### src/rtl/modem_pkg.sv
// Modem-wide constants shared by tx and rx.
package modem_pkg;

    localparam int MSG_W  = 32;
    localparam int MAX_SF = 32;

endpackage

### src/rtl/spreading_factors_pkg.sv
// Spreading-factor encoding shared by the DCSK tx and rx datapaths.
package spreading_factors_pkg;

    typedef enum logic [1:0] {
        SF4  = 2'd0,
        SF8  = 2'd1,
        SF16 = 2'd2,
        SF32 = 2'd3
    } sf_t;

    function automatic logic [5:0] sf_chips(input sf_t sf);
        logic [5:0] n;
        case (sf)
            SF4:     n = 6'd4;
            SF8:     n = 6'd8;
            SF16:    n = 6'd16;
            default: n = 6'd32;
        endcase
        return n;
    endfunction

endpackage

### src/rtl/dcsk_correlator.sv
// Per-bit DCSK correlator: buffers the reference half, counts data/reference
// agreements and emits the bit decision combinationally on the last data chip.
module dcsk_correlator
    import spreading_factors_pkg::*;
#(
    parameter int MAX_SF = 32
) (
    input  logic                      clk,
    input  logic                      rst,
    input  logic                      chip_valid,
    input  logic                      chip,
    input  sf_t                       sf,
    input  logic [$clog2(MAX_SF)-1:0] chip_idx,
    output logic                      bit_valid,
    output logic                      bit_value
);

    localparam int REF_W = MAX_SF / 2;
    localparam int IDX_W = $clog2(REF_W);
    localparam int CNT_W = $clog2(REF_W) + 1;

    logic [REF_W-1:0] ref_q, ref_d;
    logic [CNT_W-1:0] match_q, match_d;
    logic [CNT_W-1:0] match_total;
    logic [5:0]       n_chips;
    logic [5:0]       half;
    logic [5:0]       quarter;
    logic [IDX_W-1:0] ref_idx;
    logic             is_ref;
    logic             is_last;
    logic             agree;

    always_comb begin
        n_chips = sf_chips(sf);
        half    = n_chips >> 1;
        quarter = n_chips >> 2;
        is_ref  = 6'(chip_idx) < half;
        is_last = 6'(chip_idx) == (n_chips - 6'd1);
        // After half shifts, reference chip k sits at half-1-k; for data chip
        // k (chip_idx = half+k) that position equals sf-1-chip_idx.
        ref_idx     = IDX_W'(n_chips - 6'd1 - 6'(chip_idx));
        agree       = ~(chip ^ ref_q[ref_idx]);
        match_total = match_q + CNT_W'(agree);

        ref_d     = ref_q;
        match_d   = match_q;
        bit_valid = 1'b0;
        bit_value = 1'b0;
        if (chip_valid) begin
            if (is_ref) begin
                ref_d = {ref_q[REF_W-2:0], chip};
            end else if (is_last) begin
                bit_valid = 1'b1;
                bit_value = 6'(match_total) > quarter;
                match_d   = '0;
            end else begin
                match_d = match_total;
            end
        end
    end

    always_ff @(posedge clk) begin
        if (rst) begin
            ref_q   <= '0;
            match_q <= '0;
        end else begin
            ref_q   <= ref_d;
            match_q <= match_d;
        end
    end

endmodule

### src/rtl/dcsk_demod_top.sv
// DCSK receive demodulator: chip/bit sequencing, per-word SF capture and
// MSB-first word packing with a registered one-cycle word strobe.
module dcsk_demod_top
    import spreading_factors_pkg::*;
#(
    parameter int MSG_W  = modem_pkg::MSG_W,
    parameter int MAX_SF = modem_pkg::MAX_SF
) (
    input  logic             Clk,
    input  logic             Rst,
    input  logic             In_Mod_Data,
    input  logic             Valid,
    input  logic [1:0]       Spread_Factor_Sel,
    output logic [MSG_W-1:0] Out_Data,
    output logic             Valid_Data
);

    localparam int CHIP_W = $clog2(MAX_SF);
    localparam int BIT_W  = $clog2(MSG_W);

    logic [CHIP_W-1:0] chip_cnt_q, chip_cnt_d;
    logic [BIT_W-1:0]  bit_cnt_q, bit_cnt_d;
    sf_t               sf_q, sf_d;
    logic [MSG_W-1:0]  word_q, word_d;
    logic [MSG_W-1:0]  out_data_q, out_data_d;
    logic              valid_data_q, valid_data_d;

    sf_t  sf_cur;
    logic word_start;
    logic chip_last;
    logic bit_last;
    logic bit_valid;
    logic bit_value;

    dcsk_correlator #(
        .MAX_SF(MAX_SF)
    ) u_corr (
        .clk       (Clk),
        .rst       (Rst),
        .chip_valid(Valid),
        .chip      (In_Mod_Data),
        .sf        (sf_cur),
        .chip_idx  (chip_cnt_q),
        .bit_valid (bit_valid),
        .bit_value (bit_value)
    );

    always_comb begin
        // The selector is only honoured on the first chip of a word.
        word_start = (chip_cnt_q == '0) && (bit_cnt_q == '0);
        sf_cur     = word_start ? sf_t'(Spread_Factor_Sel) : sf_q;
        chip_last  = 6'(chip_cnt_q) == (sf_chips(sf_cur) - 6'd1);
        bit_last   = bit_cnt_q == BIT_W'(MSG_W - 1);

        chip_cnt_d   = chip_cnt_q;
        bit_cnt_d    = bit_cnt_q;
        sf_d         = sf_q;
        word_d       = word_q;
        out_data_d   = out_data_q;
        valid_data_d = 1'b0;

        if (Valid) begin
            if (word_start) begin
                sf_d = sf_cur;
            end
            if (chip_last) begin
                chip_cnt_d = '0;
                bit_cnt_d  = bit_last ? '0 : bit_cnt_q + 1'b1;
            end else begin
                chip_cnt_d = chip_cnt_q + 1'b1;
            end
        end

        if (bit_valid) begin
            word_d = {word_q[MSG_W-2:0], bit_value};
            if (bit_last) begin
                out_data_d   = {word_q[MSG_W-2:0], bit_value};
                valid_data_d = 1'b1;
            end
        end
    end

    always_ff @(posedge Clk) begin
        if (Rst) begin
            chip_cnt_q   <= '0;
            bit_cnt_q    <= '0;
            sf_q         <= SF4;
            word_q       <= '0;
            out_data_q   <= '0;
            valid_data_q <= 1'b0;
        end else begin
            chip_cnt_q   <= chip_cnt_d;
            bit_cnt_q    <= bit_cnt_d;
            sf_q         <= sf_d;
            word_q       <= word_d;
            out_data_q   <= out_data_d;
            valid_data_q <= valid_data_d;
        end
    end

    assign Out_Data   = out_data_q;
    assign Valid_Data = valid_data_q;

endmodule

### config.mk
export PLATFORM = sky130hd
export DESIGN_NAME = dcsk_demod_top
export DESIGN_NICKNAME = d
export VERILOG_FILES = /design/src/rtl/modem_pkg.sv /design/src/rtl/spreading_factors_pkg.sv /design/src/rtl/dcsk_correlator.sv /design/src/rtl/dcsk_demod_top.sv
export SDC_FILE = /design/constraint.sdc
export NUM_CORES = 1
export LEC_CHECK = 0
export CAP_MARGIN = 20
export CORE_ASPECT_RATIO = 0.7
export CORE_MARGIN = 2
export CORE_UTILIZATION = 40
export DETAILED_ROUTE_END_ITERATION = 8
export GPL_TIMING_DRIVEN = 0
export REMOVE_ABC_BUFFERS = 1
export SLEW_MARGIN = 30
export SYNTH_ARGS = -nofsm -noshare
export SYNTH_HDL_FRONTEND = slang
export SYNTH_SLANG_ARGS = --single-unit
### constraint.sdc
create_clock -name Clk -period 8.6 [get_ports Clk]
set_input_delay 2.15 -clock Clk [delete_from_list [all_inputs] [get_ports Clk]]
set_output_delay 2.15 -clock Clk [all_outputs]
set_load 0.01 [all_outputs]
# Word level (Yosys, flattened, before mapping)
# Cells that the tools add are included.
totals:
  regBits: 97
  inputBits: 6
  output_inout_bits: 33
  wordCells: 48
op_classes:
  n_addsub: 5
  n_lt_le_gt_ge: 3
  n_eq_ne: 4
  n_mux: 14
  bitwise: 4
  n_reduce_logical: 10
op_table:
  columns: ["operator", "count"]
  rows:
  - ["$pmux W6 S3", 1]
  - ["$mux W5", 3]
  - ["$add A5 B1 Y5 const B", 2]
  - ["$logic_not A5 Y1", 2]
  - ["$reduce_and A2 Y1", 5]
  - ["$mux W1", 8]
  - ["$eq A5 B6 Y1", 1]
  - ["$sub A6 B1 Y6 const B", 1]
  - ["$add A5 B1 Y5", 1]
  - ["$eq A5 B5 Y1 const B", 1]
  - ["$gt A5 B4 Y1", 1]
  - ["$lt A4 B5 Y1 const B", 1]
  - ["$lt A5 B5 Y1", 1]
  - ["$bmux W1 S4", 1]
  - ["$sub A4 B4 Y4", 1]
  - ["$not A1 Y1", 3]
  - ["$eq A2 B1 Y1 const B", 1]
  - ["$eq A2 B2 Y1 const B", 1]
  - ["$logic_not A2 Y1", 1]
  - ["$mux W2", 1]
  - ["$reduce_or A2 Y1", 1]
  - ["$logic_and A1 B1 Y1", 1]
  - ["$xor A1 B1 Y1", 1]

# Longest topological paths before layout
# Gate-level depths: netlist of run 1.
depth:
  word_depth: 16
  mapped_depth: 22
  mapped_depth_nobuf: 21

# By module
# A second synthesis of run 1 with hierarchy kept.
hier_totals:
  cells_unflattened: 466
  area_unflattened_um2: 4306.6
by_module_without_submodules:
  columns: ["mod", "instances", "cells_each", "area_each_um2", "seq_area_each_um2"]
  rows:
  - ["dcsk_demod_top", 1, 333, 3006.6, 1521.5]
  - ["dcsk_correlator", 1, 133, 1300.0, 420.4]

# Worst setup path before layout of run 1
# Ideal clock, no wire load.
synth_timing:
  path_kind: "input -> register"
  from: "in Spread_Factor_Sel[1]"
  to: "reg out_data_q[0] (netlist: Out_Data[0])"
  setup_ps: 123
  arrival_ps: 5004
  required_ps: 8477
  setup_slack_ps: 3473
  path_stages: 16
  n_path_buf: 0
  cell_sequence: "o31a_1 ha_1 nor2_1 xnor2_1 xnor2_1 mux2i_1 xnor2_1 ha_1 ha_1 ha_1 nor2b_1 o21a_1 o21a_1 o21ai_0 a21o_1 mux2i_1"
synth_via:
  elab_chain_cells: 14
  word_cells_on_any_way: 22
  classes_between: "add/sub (3); order compare (2); eq/ne (3); mux (10); bitwise (2); reduce/logical (2)"
synth_lines:
  columns: ["item", "line", "text"]
  rows:
  - ["start, declared", "dcsk_demod_top.sv:13", "input logic [1:0] Spread_Factor_Sel,"]
  - ["$mux W2 (*)", "dcsk_demod_top.sv:51", "sf_cur = word_start ? sf_t'(Spread_Factor_Sel) : sf_q;"]
  - ["$eq A2 B2 Y1, or another cell as far along", "spreading_factors_pkg.sv:13", "case (sf)"]
  - ["$pmux W6 S3 (*)", "spreading_factors_pkg.sv:13", null]
  - ["$sub A6 B1 Y6", "dcsk_correlator.sv:38", "is_last = 6'(chip_idx) == (n_chips - 6'd1);"]
  - ["$sub A4 B4 Y4", "dcsk_correlator.sv:41", "ref_idx = IDX_W'(n_chips - 6'd1 - 6'(chip_idx));"]
  - ["$bmux W1 S4", "dcsk_correlator.sv:42", "agree = ~(chip ^ ref_q[ref_idx]);"]
  - ["$mux W1 (implied by the code)", "dcsk_correlator.sv:42", null]
  - ["$xor A1 B1 Y1", "dcsk_correlator.sv:42", null]
  - ["$not A1 Y1", "dcsk_correlator.sv:42", null]
  - ["$add A5 B1 Y5", "dcsk_correlator.sv:43", "match_total = match_q + CNT_W'(agree);"]
  - ["$gt A5 B4 Y1", "dcsk_correlator.sv:54", "bit_value = 6'(match_total) > quarter;"]
  - ["$mux W1", "dcsk_correlator.sv:52", "end else if (is_last) begin"]
  - ["$mux W1", "dcsk_correlator.sv:50", "if (is_ref) begin"]
  - ["$mux W1", "dcsk_correlator.sv:49", "if (chip_valid) begin"]
  - ["end signal, assigned", "dcsk_demod_top.sv:96", "out_data_q <= out_data_d;"]
  - ["end, declared", "dcsk_demod_top.sv:25", "logic [MSG_W-1:0] out_data_q, out_data_d;"]
# Mark *: on every way between the ends. The rest lies on a longest branch, timed or not. The select of a mux whose other input is x is not followed.
# A chain may end at the register's enable or synchronous reset.

# Worst setup path after layout of run 1
# Same ends and word-level chain as after synthesis.

==> results of run 1 <==
-- registers in the layout (all words and copies together), names as in the netlist --
name	flops
word_q	31
chip_cnt_q	5
Out_Data	32
sf_q	2
Valid_Data	1
u_corr.ref_q	16
bit_cnt_q	5
u_corr.match_q	5
-- worst register-to-register path: stages (launching register included) --
cell	delay (ns)
dfxtp_1	0.58
inv_1	0.11
ha_1	0.22
and4bb_2	0.28
nand2_1	0.13
nand2_1	0.07
o31a_1	0.13
ha_1	0.36
nor2_1	0.13
xnor2_1	0.15
xnor2_1	0.17
mux2i_1	0.24
xnor2_1	0.20
ha_1	0.23
ha_1	0.26
ha_1	0.32
nor2b_1	0.14
o21a_1	0.16
o21a_1	0.16
o21ai_0	0.21
a21o_1	0.18
mux2i_1	0.07
-- power groups by stage --
stage                     registers, mW  logic, mW  clock network [mW]
after global placement            0.466     0.0688                   0
after detailed placement          0.466     0.0717                   0
after global routing              0.456     0.0790               0.421
final                             0.456     0.0716               0.393
after floorplan                   0.465     0.0493                   0
after CTS                         0.456     0.0721               0.403
-- cell families after synthesis --
kind of cell | Yosys count | share of synthesized area, %
compound gates | 92 | 14.5
fa+ha+maj | 15 | 4.19
buf+inv | 45 | 4.16
flops | 97 | 43.3
simple gates | 155 | 17.7
mux | 62 | 15.0
xor+xnor | 6 | 1.17
-- worst max path at each step --
stage | start | to | slack [ns] | cells past startpoint
2_1_floorplan | Spread_Factor_Sel[1] | Out_Data[0] | 1.78 | 8
3_3_place_gp | Spread_Factor_Sel[1] | Out_Data[28] | 0.04 | 9
3_5_place_dp | Spread_Factor_Sel[1] | word_q[0] | 2.43 | 17
4_1_cts | Spread_Factor_Sel[1] | word_q[0] | 2.77 | 17
5_1_grt | Spread_Factor_Sel[1] | word_q[0] | 2.58 | 17
6_report | Spread_Factor_Sel[1] | Out_Data[0] | 2.79 | 17
-- layout make-up --
type                    count  area (sq um)  share of cell area, %
inverters                  10          37.5                  0.708
clock buffers              10           229                   4.32
well taps                 153           191                   3.61
repair buffers             47           469                   8.85
multi-input cells         330          2380                   44.8
clock inverters             5          57.6                   1.09
flip-flops and latches     97          1940                   36.6
-- Yosys cell counts (all sizes together), types with 3 or more instances --
cell | n | area (sq um)
o21a | 3 | 22.5
nand3 | 41 | 210
ha | 15 | 188
nand4 | 3 | 18.8
inv | 10 | 37.5
nor4 | 3 | 40.0
nor2 | 54 | 203
dfxtp | 97 | 1940
or4 | 6 | 45.0
mux2i | 58 | 581
a31oi | 4 | 31.3
nand2 | 16 | 60.1
a21bo | 27 | 270
clkbuf | 27 | 101
o21ai | 10 | 50.0
xnor2 | 4 | 35.0
a21oi | 39 | 195
buf | 8 | 47.5
nand2b | 15 | 93.8
mux4 | 4 | 90.1
-- metal layers --
metal	GRT usage, %	wire, um	vias up
met2	23.4	3750	52
met4	5.05	110	0
met5	0	0	-
met3	4.10	329	8
li1	-	-	1715
met1	21.2	4550	1552
-- metrics by stage --
step / worst slack [ns] / util, % / area (sq um) / power (mW) / hold slack, ns
5_1_grt: 2.58 / 48.3 / 5300 / 0.956 / 0.488
2_1_floorplan: 1.78 / - / 4330 / 0.514 / 0.430
6_report: 2.79 / 48.3 / 5300 / 0.920 / 0.467
3_3_place_gp: 0.0421 / 44.7 / 4910 / 0.535 / 0.448
3_5_place_dp: 2.43 / 45.7 / 5020 / 0.538 / 0.458
4_1_cts: 2.77 / 48.3 / 5300 / 0.931 / 0.468
==> flow_summary.ini, run 1 <==
[clock_network]
insertion_delay_ns = 0.34
clock_path_buffers = 2
postCtsSetupRepairBufs = 0
hold_buffers = 0
cts_resized = 0
cts_max_level = 3
cts_tree = yes
cts.sinks = 97
clockRootBuffer = clkbuf_16
path_clk_slew_ns = 0.06
cts_inserted_buffers = 9

[layout]
layout-drive-gt1-share_pct = 7.01
stdcell_count = 652
area_growth_pct = 18.3
most-common-layout-cells = dfxtp_1, mux2i_1, nor2_1
fillers = 1014
nets = 516
antenna_cells = 0
layout_commonest_cell = dfxtp_1

[critical_path]
critPathCaptureType = flop
path_max_fanout = 7
path_cells = clkdlybuf4s50_1, o31a_1, ha_1, nor2_1, xnor2_1, xnor2_1, mux2i_1, xnor2_1, ha_1, ha_1, ha_1, nor2b_1, o21a_1, o21a_1, o21ai_0, a21o_1, mux2i_1
path_class = in -> reg
required_ns = 8.82
rr_endpoint = Out_Data[0]
crit_slowest_cell = clkdlybuf4s50_1
path_buf_inv = 1
cp_top_family = adder cells
cp.arrival_ns = 6.04
regToRegSetupSlack_ns = 3.98
cp_common_cell = ha_1
slowest_delay_ns = 0.53
critPathLaunchType = input pin
r2r_start = chip_cnt_q[0]
reg2regPathDepth = 21

[timing]
maxSlewHeadroom_pct = 51.3
fin_skew_ns = 0.00600
slew_violations = 0
worstMarginPinSlew_ns = 0.731
post-route-min-period_ns = 5.81
timing.final.crit_share_pct = 67.6
rsz0062_at_grt = false
finalSetupTns_ns = 0
finalSetupViolations = 0
fmax_mhz = 172
finalHoldViolCount = 0

[power_and_ir_drop]
p_switching_uw = 215
p_per_area_nw_per_um2 = 174
switching_share_pct = 23.3
vdd_ir_drop_max_v = 0.000114
seq_power_share_pct = 49.6
p_clk_share_pct = 42.7
comb_power_share_pct = 7.8
p_leak_nw = 1.86
intPower_uw = 706

[logic_synthesis]
yosysWarnings = 0
ys_seq_area_share_pct = 43.3
synth-seq-cells = 97
synth_ff_type = dfxtp_1
async_flop_share_pct = 0
netlist_instances = 472
yosysUniqueCellTypes = 47
synth_edf_count = 0
avgSynthCellArea_sq_um = 9.50
netlist_area_sq_um = 4480

[route]
via_per_inst = 5.10
via_count = 3327
wl_per_cell_um = 13.4
drc = 0
drtIter0Drc = 215
wirelength_mm = 8.74
drt_first_pass_iters = 4
drtAntennaViolNets = 0

[die]
die_area_sq_um = 12100
rows = 32
start_util_pct = 40.9
fp.dieH_um = 92.6
die_w_um = 131
pin_count = 39
core-area_sq_um = 11000

[min_path]
hp-start = word_q[30]
whs_path_depth = 2
hp-class = reg -> reg
holdPathEnd = Out_Data[31]

[global_routing]
grt_pass1_vias = 3126
antenna_found_initial = 0
grt-ovfl-total = 0
grt_max_degree = 62
grt_pass1_wl_mm = 14.8
grtUsageTotal_pct = 15.4

[run]
max-cap-violations = 0

[placement]
dp.final_hpwl_mm = 5.67
io_buffers = 38
placed_cells = 637
place.gp.congestion = 0.839

[run_status]
status = complete, no violations
Power figures use the tool's default switching activity.
==> run 2: changes to the inputs <==
==> constraint.sdc (replaced) <==
create_clock -name Clk -period 5.8 [get_ports Clk]
set_input_delay 1.45 -clock Clk [delete_from_list [all_inputs] [get_ports Clk]]
set_output_delay 1.45 -clock Clk [all_outputs]
set_load 0.01 [all_outputs]
==> results of run 2 <==
The final DEF is identical to that of run 1. Status: complete, no violations.
Among the figures that moved: setup slack after placement 2.43 ns -> 0.327 ns; setup slack after layout 2.79 ns -> 0.689 ns; register-to-register setup slack 3.98 ns -> 1.18 ns; total power 0.920 mW -> 1.36 mW; worst IR drop on VDD 0.000114 V -> 0.000169 V
